`src/rtl/clk_div_gen_pkg.sv`:
```
// Shared types and constants for the clk_div_gen clock divider / strobe generator.
// Optional phase offset support is selected with the CLK_DIV_GEN_PHASE_EN macro.
package clk_div_gen_pkg;

    typedef enum logic {
        ST_SETTLE = 1'b0,
        ST_LOCKED = 1'b1
    } lock_state_t;

    // Smallest divide ratio that still yields a real high and low phase.
    localparam int unsigned MIN_DIV = 2;

    function automatic int unsigned settle_cnt_w(input int unsigned lock_cycles);
        return (lock_cycles < 1) ? 1 : $clog2(lock_cycles + 1);
    endfunction

endpackage

```
`src/rtl/clk_div_chan.sv`:
```
// One divider channel: shadow/active ratio, period counter and registered clock/strobe.
// With CLK_DIV_GEN_PHASE_EN defined, a per-channel phase offset is loaded on SYNC.
module clk_div_chan
    import clk_div_gen_pkg::*;
#(
    parameter int unsigned DIV_W       = 8,
    parameter int unsigned DEFAULT_DIV = 4
) (
    input  logic             clk,
    input  logic             rst_n,
    input  logic             en,
    input  logic             sync,
    input  logic             we,
    input  logic [DIV_W-1:0] wr_div,
`ifdef CLK_DIV_GEN_PHASE_EN
    input  logic [DIV_W-1:0] wr_phase,
`endif
    output logic             clk_out,
    output logic             clk_en
);

    localparam logic [DIV_W-1:0] DEF_D = DIV_W'(DEFAULT_DIV);

    logic [DIV_W-1:0] shadow, active, cnt;
    logic [DIV_W-1:0] shadow_n, active_n, cnt_n;
    logic [DIV_W-1:0] wr_div_s;
    logic [DIV_W-1:0] half_n;
    logic [DIV_W-1:0] sync_cnt;

`ifdef CLK_DIV_GEN_PHASE_EN
    logic [DIV_W-1:0] phase, phase_n;
`endif

    always_comb begin
        wr_div_s = (wr_div < DIV_W'(MIN_DIV)) ? DIV_W'(MIN_DIV) : wr_div;
        shadow_n = we ? wr_div_s : shadow;
`ifdef CLK_DIV_GEN_PHASE_EN
        phase_n  = phase;
        if (we) begin
            phase_n = (wr_phase >= wr_div_s) ? (wr_div_s - 1'b1) : wr_phase;
        end
        sync_cnt = phase_n;
`else
        sync_cnt = '0;
`endif
        // Ratio changes take effect only at a period boundary, so no runt pulses.
        active_n = active;
        cnt_n    = cnt + 1'b1;
        if (!en) begin
            active_n = shadow_n;
            cnt_n    = shadow_n - 1'b1;
        end else if (sync) begin
            active_n = shadow_n;
            cnt_n    = sync_cnt;
        end else if (cnt == active - 1'b1) begin
            active_n = shadow_n;
            cnt_n    = '0;
        end
        half_n = (active_n >> 1) + {{(DIV_W-1){1'b0}}, active_n[0]};
    end

    always_ff @(posedge clk or negedge rst_n) begin
        if (!rst_n) begin
            shadow  <= DEF_D;
            active  <= DEF_D;
            cnt     <= DEF_D - 1'b1;
            clk_out <= 1'b0;
            clk_en  <= 1'b0;
`ifdef CLK_DIV_GEN_PHASE_EN
            phase   <= '0;
`endif
        end else begin
            shadow  <= shadow_n;
            active  <= active_n;
            cnt     <= cnt_n;
            clk_out <= en && (cnt_n < half_n);
            clk_en  <= en && (cnt_n == '0);
`ifdef CLK_DIV_GEN_PHASE_EN
            phase   <= phase_n;
`endif
        end
    end

endmodule

```
`src/rtl/clk_div_gen.sv`:
```
// Multi-channel clock divider / strobe generator with common SYNC and LOCKED settle indicator.
// Define CLK_DIV_GEN_PHASE_EN to add the CFG_PHASE port and per-channel phase offsets.
module clk_div_gen
    import clk_div_gen_pkg::*;
#(
    parameter int unsigned N_CH        = 3,
    parameter int unsigned DIV_W       = 8,
    parameter int unsigned DEFAULT_DIV = 4,
    parameter int unsigned LOCK_CYCLES = 16
) (
    input  logic                                         CLKIN,
    input  logic                                         RST_N,
    input  logic [N_CH-1:0]                              CH_EN,
    input  logic                                         SYNC,
    input  logic                                         CFG_WE,
    input  logic [((N_CH > 1) ? $clog2(N_CH) : 1)-1:0]   CFG_ADDR,
    input  logic [DIV_W-1:0]                             CFG_DATA,
`ifdef CLK_DIV_GEN_PHASE_EN
    input  logic [DIV_W-1:0]                             CFG_PHASE,
`endif
    output logic [N_CH-1:0]                              CLK_OUT,
    output logic [N_CH-1:0]                              CLK_EN,
    output logic                                         LOCKED
);

    localparam int unsigned ADDR_W = (N_CH > 1) ? $clog2(N_CH) : 1;
    localparam int unsigned SC_W   = settle_cnt_w(LOCK_CYCLES);
    localparam logic [SC_W-1:0] SETTLE_LAST = SC_W'(LOCK_CYCLES - 1);

    // Addresses >= N_CH match no instance, so such writes are dropped.
    for (genvar i = 0; i < N_CH; i++) begin : g_ch
        logic we_ch;
        assign we_ch = CFG_WE && (CFG_ADDR == ADDR_W'(i));

        clk_div_chan #(
            .DIV_W       (DIV_W),
            .DEFAULT_DIV (DEFAULT_DIV)
        ) u_chan (
            .clk      (CLKIN),
            .rst_n    (RST_N),
            .en       (CH_EN[i]),
            .sync     (SYNC),
            .we       (we_ch),
            .wr_div   (CFG_DATA),
`ifdef CLK_DIV_GEN_PHASE_EN
            .wr_phase (CFG_PHASE),
`endif
            .clk_out  (CLK_OUT[i]),
            .clk_en   (CLK_EN[i])
        );
    end

    lock_state_t     state;
    logic [SC_W-1:0] settle_cnt;

    always_ff @(posedge CLKIN or negedge RST_N) begin
        if (!RST_N) begin
            state      <= ST_SETTLE;
            settle_cnt <= '0;
            LOCKED     <= 1'b0;
        end else if (SYNC) begin
            state      <= ST_SETTLE;
            settle_cnt <= '0;
            LOCKED     <= 1'b0;
        end else begin
            unique case (state)
                ST_SETTLE: begin
                    if (settle_cnt == SETTLE_LAST) begin
                        state  <= ST_LOCKED;
                        LOCKED <= 1'b1;
                    end else begin
                        settle_cnt <= settle_cnt + 1'b1;
                    end
                end
                ST_LOCKED: begin
                    LOCKED <= 1'b1;
                end
            endcase
        end
    end

endmodule
```
`config.mk`:
```
export PLATFORM = sky130hd
export DESIGN_NAME = clk_div_gen
export DESIGN_NICKNAME = d
export VERILOG_FILES = /design/src/rtl/clk_div_gen_pkg.sv /design/src/rtl/clk_div_chan.sv /design/src/rtl/clk_div_gen.sv
export SDC_FILE = /design/constraint.sdc
export NUM_CORES = 1
export LEC_CHECK = 0
export CORE_ASPECT_RATIO = 0.75
export CORE_MARGIN = 8
export CORE_UTILIZATION = 40
export DETAILED_ROUTE_END_ITERATION = 7
export PLACE_DENSITY = 0.61
export SLEW_MARGIN = 5
export SYNTH_ARGS = -nofsm -noshare
export SYNTH_HDL_FRONTEND = slang
export SYNTH_SLANG_ARGS = --single-unit
```
`constraint.sdc`:
```
create_clock -name CLKIN -period 4.5 [get_ports CLKIN]
set_clock_uncertainty 0.15 [all_clocks]
set_input_delay 0.9 -clock CLKIN [delete_from_list [all_inputs] [get_ports CLKIN]]
set_output_delay 0.9 -clock CLKIN [all_outputs]
set_load 0.02 [all_outputs]
```
Word level (Yosys, flattened, before mapping)
Index checks and enable logic that the tools add are counted.
W data, S select, Z words.
- order comparisons: 4
- add/sub/neg operators: 13
- bitwise logic cells: 1
- shift-type cells: 0
- mux-type cells: 31
- reduce and logical (&&, ||, !) cells: 14
- multiply operators: 0
- eq/ne operators: 9
- div/mod/pow operators: 0
- operators with widths (kind ; number):
    $mux W8 ; 22
    $sub A8 B1 Y8 const B ; 6
    $add A7 B1 Y8 ; 3
    $add A8 B1 Y8 const B ; 3
    $eq A8 B8 Y1 ; 3
    $logic_not A8 Y1 ; 3
    $lt A8 B8 Y1 ; 3
    $mux W5 ; 3
    $logic_and A1 B1 Y1 ; 9
    $lt A8 B2 Y1 const B ; 1
    $add A5 B1 Y5 const B ; 1
    $eq A5 B4 Y1 const B ; 1
    $mux W1 ; 5
    $ne A2 B2 Y1 const B ; 2
    $ne A3 B3 Y1 const B ; 1
    $eq A2 B1 Y1 const B ; 1
    $eq A2 B2 Y1 const B ; 1
    $logic_not A2 Y1 ; 1
    $pmux W1 S2 ; 1
    $reduce_and A2 Y1 ; 1
    $not A1 Y1 ; 1
- input bits: 17
- memory bits (writable): 0
- flip-flop bits (word level): 85
- output and inout bits: 7
- latch bits: 0
- bits in read-only memories: 0
- memories kept: 0

Logic depth before layout (Yosys ltp)
- depth after elaboration: 9
- mapped depth: 21

Cells and area by module
A second synthesis with hierarchy kept.
- cells, all modules: 654
- area, all modules: 6343.6 um^2
- modules (own cells, without submodules) (module ; area each (um^2) ; times used ; cells each ; seq. area each (um^2)):
    clk_div_chan ; 1994.4 ; 3 ; 207 ; 655.6
    clk_div_gen ; 360.3 ; 1 ; 33 ; 175.2

Least setup slack after synthesis
No wires, ideal clock.
- kind: input -> register
- start point: input CFG_DATA[3]
- end point: register g_ch[2].u_chan.clk_out
- setup slack: 0.219 ns
- arrival time: 4.059 ns
- stages: 15
- path buffers: 0
- required time: 4.278 ns
- path through: or4_1 > o31a_1 > o21ai_0 > inv_1 > o21ai_0 > ha_1 > and3_1 > nand4_1 > mux2i_1 > xnor2_1 > ha_1 > a21oi_1 > nor2b_1 > or4_1 > nor2_1
- word-level cells in the longest chain between the ends: 9
- ends and longest elaborated chain (item ; RTL line ; source):
    start, declared ; clk_div_gen.sv:17 ; input logic [DIV_W-1:0] CFG_DATA,
    $lt A8 B2 Y1 (*) ; clk_div_chan.sv:35 ; wr_div_s = (wr_div < DIV_W'(MIN_DIV)) ? DIV_W'(MIN_DIV) : wr_div;
    $mux W8 (*) ; clk_div_chan.sv:35 ;
    $mux W8 (*) ; clk_div_chan.sv:36 ; shadow_n = we ? wr_div_s : shadow;
    via g_ch[2].u_chan.shadow_n[1] ; clk_div_chan.sv:25 ; logic [DIV_W-1:0] shadow_n, active_n, cnt_n;
    $mux W8 ; clk_div_chan.sv:55 ; end else if (cnt == active - 1'b1) begin
    $mux W8 ; clk_div_chan.sv:52 ; end else if (sync) begin
    $mux W8 (*) ; clk_div_chan.sv:49 ; if (!en) begin
    via g_ch[2].u_chan.active_n[1] ; clk_div_chan.sv:25 ;
    $add A7 B1 Y8 (*) ; clk_div_chan.sv:59 ; half_n = (active_n >> 1) + {{(DIV_W-1){1'b0}}, active_n[0]};
    $lt A8 B8 Y1 (*) ; clk_div_chan.sv:76 ; clk_out <= en && (cnt_n < half_n);
    $logic_and A1 B1 Y1 (*) ; clk_div_chan.sv:76 ;
    end signal, assigned ; clk_div_chan.sv:76 ;
    end, declared ; clk_div_chan.sv:18 ; output logic clk_out,
The timed path passes the listed nets; every way through them passes the cells marked *.
A chain may end at the register's enable or synchronous reset.

Final worst setup path
- start point: register g_ch[0].u_chan.active[1]
- end point: register g_ch[0].u_chan.clk_out
- word-level cells in the longest chain between the ends: 8
- ends and longest elaborated chain (item ; RTL line ; source):
    start, declared ; clk_div_chan.sv:24 ; logic [DIV_W-1:0] shadow, active, cnt;
    start signal, assigned ; clk_div_chan.sv:74 ; active <= active_n;
    $sub A8 B1 Y8 ; clk_div_chan.sv:55 ;
    $eq A8 B8 Y1 ; clk_div_chan.sv:55 ;
    $mux W8 ; clk_div_chan.sv:55 ;
    $mux W8 ; clk_div_chan.sv:52 ;
    $mux W8 ; clk_div_chan.sv:49 ;
    via g_ch[0].u_chan.active_n[0] ; clk_div_chan.sv:25 ;
    $add A7 B1 Y8 ; clk_div_chan.sv:59 ;
    $lt A8 B8 Y1 ; clk_div_chan.sv:76 ;
    $logic_and A1 B1 Y1 ; clk_div_chan.sv:76 ;
    end signal, assigned ; clk_div_chan.sv:76 ;
    end, declared ; clk_div_chan.sv:18 ;
The timed path passes the listed nets, and every way through them passes these cells.

==> impl_metrics.toml <==
[pwr]
p_int_uw = 2270
p_switching_uw = 1520
power.density_nw_per_um2 = 514.9
p_comb_share_pct = 47.0
power.total_uw = 3791
p_clk_share_pct = 20.4
power_frac_seq_pct = 32.5
leakagePower_uw = 0.003180
peakVddDrop_v = 0.0003352
swShare_pct = 40.10

[route]
wl_per_cell_um = 16.96
drt_iter0_drc = 362
drc = 0
firstDrtPassIters = 5
wirelength_mm = 16.04
vias_per_cell = 5.462
antenna_left = 0
vias = 5167

[cts]
cts_buffers = 9
cts.path.max_buffers = 2
clk_pin_slew_ns = 0.07
clk_latency_ns = 0.35
cts_root_buffer = "clkbuf_16"
clkSinkCount = 85
cts_tree = "yes"
htreeDepth = 3

[sta]
setup_viol = 0
fin_crit_sh_pct = 97.75
worstMarginPinSlew_ns = 1.098
slew_headroom_pct = 26.83
period_needed_ns = 4.399
hold_viol = 0
fmax_ghz = 0.2273
setup_slack_ns = 0.1014
holdWs_ns = 0.3503
rsz0062_at_grt = "true"
slew_violations = 0
setup_tns_ns = 0

[critical_path]
cp_common_cell = "a21oi_2"
cp-end-kind = "register"
worstPathCellList = "inv_1 -> ha_1 -> or3b_4 -> or4_4 -> a2111oi_4 -> a41oi_4 -> nand2_4 -> nor2_1 -> a21oi_2 -> ha_2 -> nand3_1 -> xnor2_2 -> a21oi_2 -> ha_1 -> a21o_1 -> a21oi_2 -> nand3_1 -> o21ai_1"
crit_slowest_cell = "or4_4"
slowest_delay_ns = 0.50
worst-setup-path-type = "register to register"
start_kind = "register"
cp.required_ns = 4.62
cp.arrival_ns = 4.52
crit_fanout = 9

[yosys]
syn_area_um2 = 6055
synth_nets = 703
ys_warn_count = 0
synth-seq-area-share_pct = 35.38
synth_edf_count = 0
synthCells = 648
synth_top_cell_area_share_pct = 30.17
synth_area_per_cell_um2 = 9.343
yosys-top-cells-area = "dfrtp_1 (30%), xnor2_1 (9.8%), ha_1 (7.9%)"
yosys_most_used_dff = "dfrtp_1"
synth-async-reset-ratio_pct = 100.0
ys_seq_elements = 85
synthDistinctLibCells = 69
yosysTopAreaCell = "dfrtp_1"

[layout]
nets = 791
n_antenna_cell = 0
n_fill_cell = 1391
area_delta_synth_final_pct = 21.60
final_cell_mix = "buf_4 (90), dfrtp_1 (73), xnor2_1 (67)"
drive_above_1_share_pct = 22.13
seq_area_um2 = 2142
multi_input_area_um2 = 3620
finalNonFillerCells = 946
layout_commonest_cell = "buf_4"

[die]
fp.dieW_um = 158.1
start_util_pct = 40.28
num_rows = 39
die-area_um2 = 19370
io_pins = 24
core_um2 = 15030
die_h_um = 122.5

[placement]
dp_hpwl_mm = 12.39
dp_slack_ns = -0.3788
numPortBuffers = 23
gp_congestion = 0.8962
place_inst = 925

[global_route]
met2_usage_pct = 26.05
grt.busiest_layer = "met2"
grt_max_degree = 86
grt_overflow = 0
use_met1_pct = 23.66
antenna_found_initial = 0
use_met3_pct = 3.448
grt_pass1_wl_mm = 26.03
grt_pass1_vias = 5133
grt_use_total_pct = 17.05

[flow_run]
cap_violations = 0

[worst_hold_path]
hp-class = "register to register"

[outcome]
status = "finished, final reports clean"
==> through the flow <==
step / cell area [µm²] / util [%]
2_1_floorplan: 6055 / -
3_3_place_gp: 6953 / 46.26
3_5_place_dp: 6953 / 46.26
4_1_cts: 7261 / 48.31
5_1_grt: 7362 / 48.98
6_report: 7362 / 48.98
==> state kept, by name (all words and copies together), names as in the netlist <==
name and count:
g_ch.u_chan.cnt 24, g_ch.u_chan.shadow 24, g_ch.u_chan.active 24, LOCKED 1
settle_cnt 5, state 1, g_ch.u_chan.clk_out 3, g_ch.u_chan.clk_en 3
==> final cells by class <==
type,instances,share of cell area [%]
clock buffers,9,3.059
clock inverters,7,1.105
inverters,37,1.886
multi-input cells,491,49.17
flip-flops and latches,85,29.10
well taps,205,3.484
repair buffers,112,12.20
==> synthesized netlist by cell type, types with 3 or more instances <==
cell / n
a211o_1: 3
a211oi_1: 3
a21o_1: 5
a21oi_1: 23
a21oi_2: 7
and3_1: 8
and4_1: 4
buf_2: 9
buf_4: 9
clkbuf_1: 13
dfrtp_1: 73
dfstp_2: 12
ha_1: 38
inv_1: 36
mux2_2: 14
mux2i_1: 21
nand2_1: 49
nand2b_1: 5
nand3_1: 42
nand3b_1: 6
nand4_1: 11
nor2_1: 42
nor2b_1: 6
nor3_1: 15
nor3b_1: 3
nor4_1: 6
o21ai_0: 21
o21ai_1: 3
o22ai_1: 15
o31a_1: 3
o31ai_1: 3
or4_1: 3
xnor2_1: 68
xor2_1: 28
==> worst paths after layout <==
check / from / end / slack (ns) / cells after the start
worst max-delay path: g_ch[0].u_chan.active[1]$_DFF_PN0_ / g_ch[0].u_chan.clk_out$_DFF_PN0_ / 0.10 / 18
worst min-delay path: g_ch[2].u_chan.shadow[1]$_DFF_PN0_ / g_ch[2].u_chan.shadow[1]$_DFF_PN0_ / 0.35 / 2
worst max register to register: g_ch[0].u_chan.active[1]$_DFF_PN0_ / g_ch[0].u_chan.clk_out$_DFF_PN0_ / 0.10 / 18
worst min register to register: g_ch[2].u_chan.shadow[1]$_DFF_PN0_ / g_ch[2].u_chan.shadow[1]$_DFF_PN0_ / 0.35 / 2
max in group asynchronous: RST_N / g_ch[0].u_chan.active[6]$_DFF_PN0_ / 2.90 / 1
min in group asynchronous: RST_N / g_ch[1].u_chan.active[5]$_DFF_PN0_ / 0.61 / 1
==> logic make-up (layout without fill, tap and decap cells) <==
group           Yosys count  count (layout)  share of synthesized area (%)
compound gates          111             111                          13.23
xor+xnor                 96              96                          13.89
fa+ha+maj                38              38                          7.853
buf+inv                  72             165                          5.869
flops                    85              85                          35.38
mux                      35              35                          6.076
simple gates            211             211                          17.71
==> power by group through the flow <==
stage / clock [µW] / sequential (µW) / combinational (µW)
2_1_floorplan: 0 / 1100 / 1310
4_1_cts: 795 / 1220 / 1750
5_1_grt: 819 / 1260 / 1970
3_3_place_gp: 0 / 1230 / 1680
3_5_place_dp: 0 / 1230 / 1730
6_report: 773 / 1230 / 1780
==> critical path, delay by kind of cell, from the launching register on <==
family          cells  cell delay [ns]
xor+xnor            1             0.19
buf+inv             1             0.08
simple gates        6             1.33
fa+ha+maj           3             0.71
compound gates      7             1.48
flops               1             0.40
==> metal layers <==
metal	vias to the layer above	wire [µm]
met5	-	0
met4	0	390
met3	32	927
met2	153	7159
met1	2526	7564
li1	2456	-
==> timing repair <==
action,CTS,global route
pin swaps,0,3
hold buffers,0,0
setup buffers,0,5
gates resized for setup,4,16
setup endpoints to repair,1,3
(Power assumes the default switching activity.)
==> RTL change (config.mk and constraints unchanged) <==
The option `CLK_DIV_GEN_PHASE_EN` is turned on by a define.
--- a/src/rtl/clk_div_chan.sv
+++ b/src/rtl/clk_div_chan.sv
@@ -1,5 +1,7 @@
 // One divider channel: shadow/active ratio, period counter and registered clock/strobe.
 // With CLK_DIV_GEN_PHASE_EN defined, a per-channel phase offset is loaded on SYNC.
+`define CLK_DIV_GEN_PHASE_EN
+
 module clk_div_chan
     import clk_div_gen_pkg::*;
 #(
Interface: changed (added CFG_PHASE); port bits go from 24 to 32. The function was not compared with the original's and may differ.
==> RTL change against the unedited design <==
Power rose by 12%; first-iteration DRC count rose by 77%; critical endpoint unchanged; combinational power up 9.6%; sequential cell count grew 24; largest power group unchanged; synthesized area up 24%; final area grew 35%; wire length grew 50%; setup slack worse by 0.016 ns.
==> RTL change: results <==
group,metric,value,unit
run_status,run_status,"finished clean",
place,hpwlAfterDp,18.2,mm
worst_setup_path,crit_start,"CFG_DATA[0]",
min_path,worstHoldStart,"g_ch[0].u_chan.phase[3]",
place,gpl.final_weighted_congestion,0.950,
yosys,synth_ff_type,"dfrtp_1",
global_routing,grt_antenna_before_repair,1,
cts,clock_latency_of_the_later_clocked_register_in_the_worst_skew_pair,0.37,ns
min_path,min_to,"g_ch[0].u_chan.phase[3]",
power_and_ir_drop,sequentialPower,1.44,mW
yosys,synth.net_count,903,
yosys,synth_top_cells_by_count,"dfrtp_1 (97), nand2_1 (92), nor2_1 (64)",
min_path,worst_hold_path.num_cells,2,
worst_setup_path,regToRegStartpoint,"g_ch[0].u_chan.active[2]",
yosys,yosys_warnings,0,
sta,max_slew.worst_pin.slew,0.909,ns
route,drtIter0Drc,639,
layout,layout.filler_cells,1661,
yosys,synth-async-reset-ratio,1.00,
cts,cts_root_buf,"clkbuf_16",
power_and_ir_drop,vdd_ir_drop_max,0.196,mV
route,route.detailed.vias_per_inst,5.49,
yosys,synth_top_cells_by_area,"dfrtp_1 (32%), ha_1 (7.8%), xnor2_1 (5.5%), nand2_1 (4.6%), dfstp_2 (4.2%)",
cts,clk_pin_slew_worst_paths,0.08,ns
yosys,synth_cell_type_count,76,
cts,h-tree-depth,3,
power_and_ir_drop,power_report.internal_total,2.58,mW
cts,clk_path_buf_depth,2,
route,first_pass_iters,5,
worst_setup_path,reg2reg_slack,0.16,ns
route,routed_wire_length_per_instance,19.2,um
worst_setup_path,worstRegToRegCells,18,
worst_setup_path,worstPathArrival,4.56,ns
global_routing,wire_length_of_the_first_global_routing_pass,37.5,mm
yosys,synth-seq-area-share,0.365,
place,io_buffer_count,31,
worst_setup_path,slowest_stage,"clkdlybuf4s50_1",
worst_setup_path,cp-endpoint,"g_ch[0].u_chan.clk_out",
cts,cts_made_buffers,9,
layout,final_layout_size_suffix_gt1_frac,0.283,
power_and_ir_drop,power-per-cell-area,429,mW/mm^2
global_routing,grt_start_max_net_pins,69,
layout,antenna_cells_inserted,0,
place,placement.setup.worst_slack,-0.823,ns
global_routing,grt_resource_usage_total,0.203,
power_and_ir_drop,p_leak,4.48,nW
layout,num-nets-final,1073,
min_path,min_delay_path_class,"register to register",
power_and_ir_drop,clockPowerShare,0.201,
worst_setup_path,reg_to_reg_end,"g_ch[0].u_chan.clk_out",
global_routing,grt_pass1_vias,6624,
worst_setup_path,crit_path_max_fanout,6,
sta,achievable-frequency,0.227,GHz
worst_setup_path,max_stage_delay,0.57,ns
## RTL change: routing by layer
| metal | share of wire | global-route usage | up-vias |
|---|---|---|---|
| li1 | - | - | 3311 |
| met3 | 0.078 | 0.0533 | 30 |
| met2 | 0.40 | 0.276 | 211 |
| met4 | 0.013 | 0.0488 | 2 |
| met5 | 0.00046 | 0 | - |
| met1 | 0.51 | 0.310 | 3325 |
## RTL change: stage by stage
stage / area, um^2 / hold slack [ns] / TNS (ns) / cells
floorplan: 7620 / 0.283 / -0.206 / 831
global placement: 9150 / 0.303 / -3.70 / 1216
detailed placement: 9150 / 0.304 / -3.95 / 1216
CTS: 9670 / 0.324 / 0 / 1248
global route: 9910 / 0.353 / -0.0692 / 1253
finish: 9910 / 0.327 / 0 / 1253
## RTL change: worst max-delay path, delay by kind of cell
family          cells  cell delay (ns)
mux                 1             0.28
buf+inv             2             0.64
compound gates      8             1.78
fa+ha+maj           2             0.50
simple gates        4             0.46
## RTL change: repair_timing
action,in CTS,in global routing
endpoints found under the setup margin,6,6
pin swaps,8,23
gates resized for setup,34,65
setup buffers,16,5
## RTL change: cells by family (layout without fill, tap and decap cells)
logic type      count (synthesis)  in the layout  synth area share
compound gates                171            171             0.159
xor+xnor                       81             81            0.0943
flops                         109            109             0.365
mux                            41             41            0.0579
fa+ha+maj                      47             47            0.0782
buf+inv                        86            261            0.0496
simple gates                  296            296             0.196
## RTL change: cell type report
type                    instances  area share
clock buffers                   9      0.0227
clock inverters                 7     0.00808
inverters                      45      0.0170
multi-input cells             636       0.483
flip-flops and latches        109       0.277
well taps                     247      0.0312
repair buffers                200       0.162
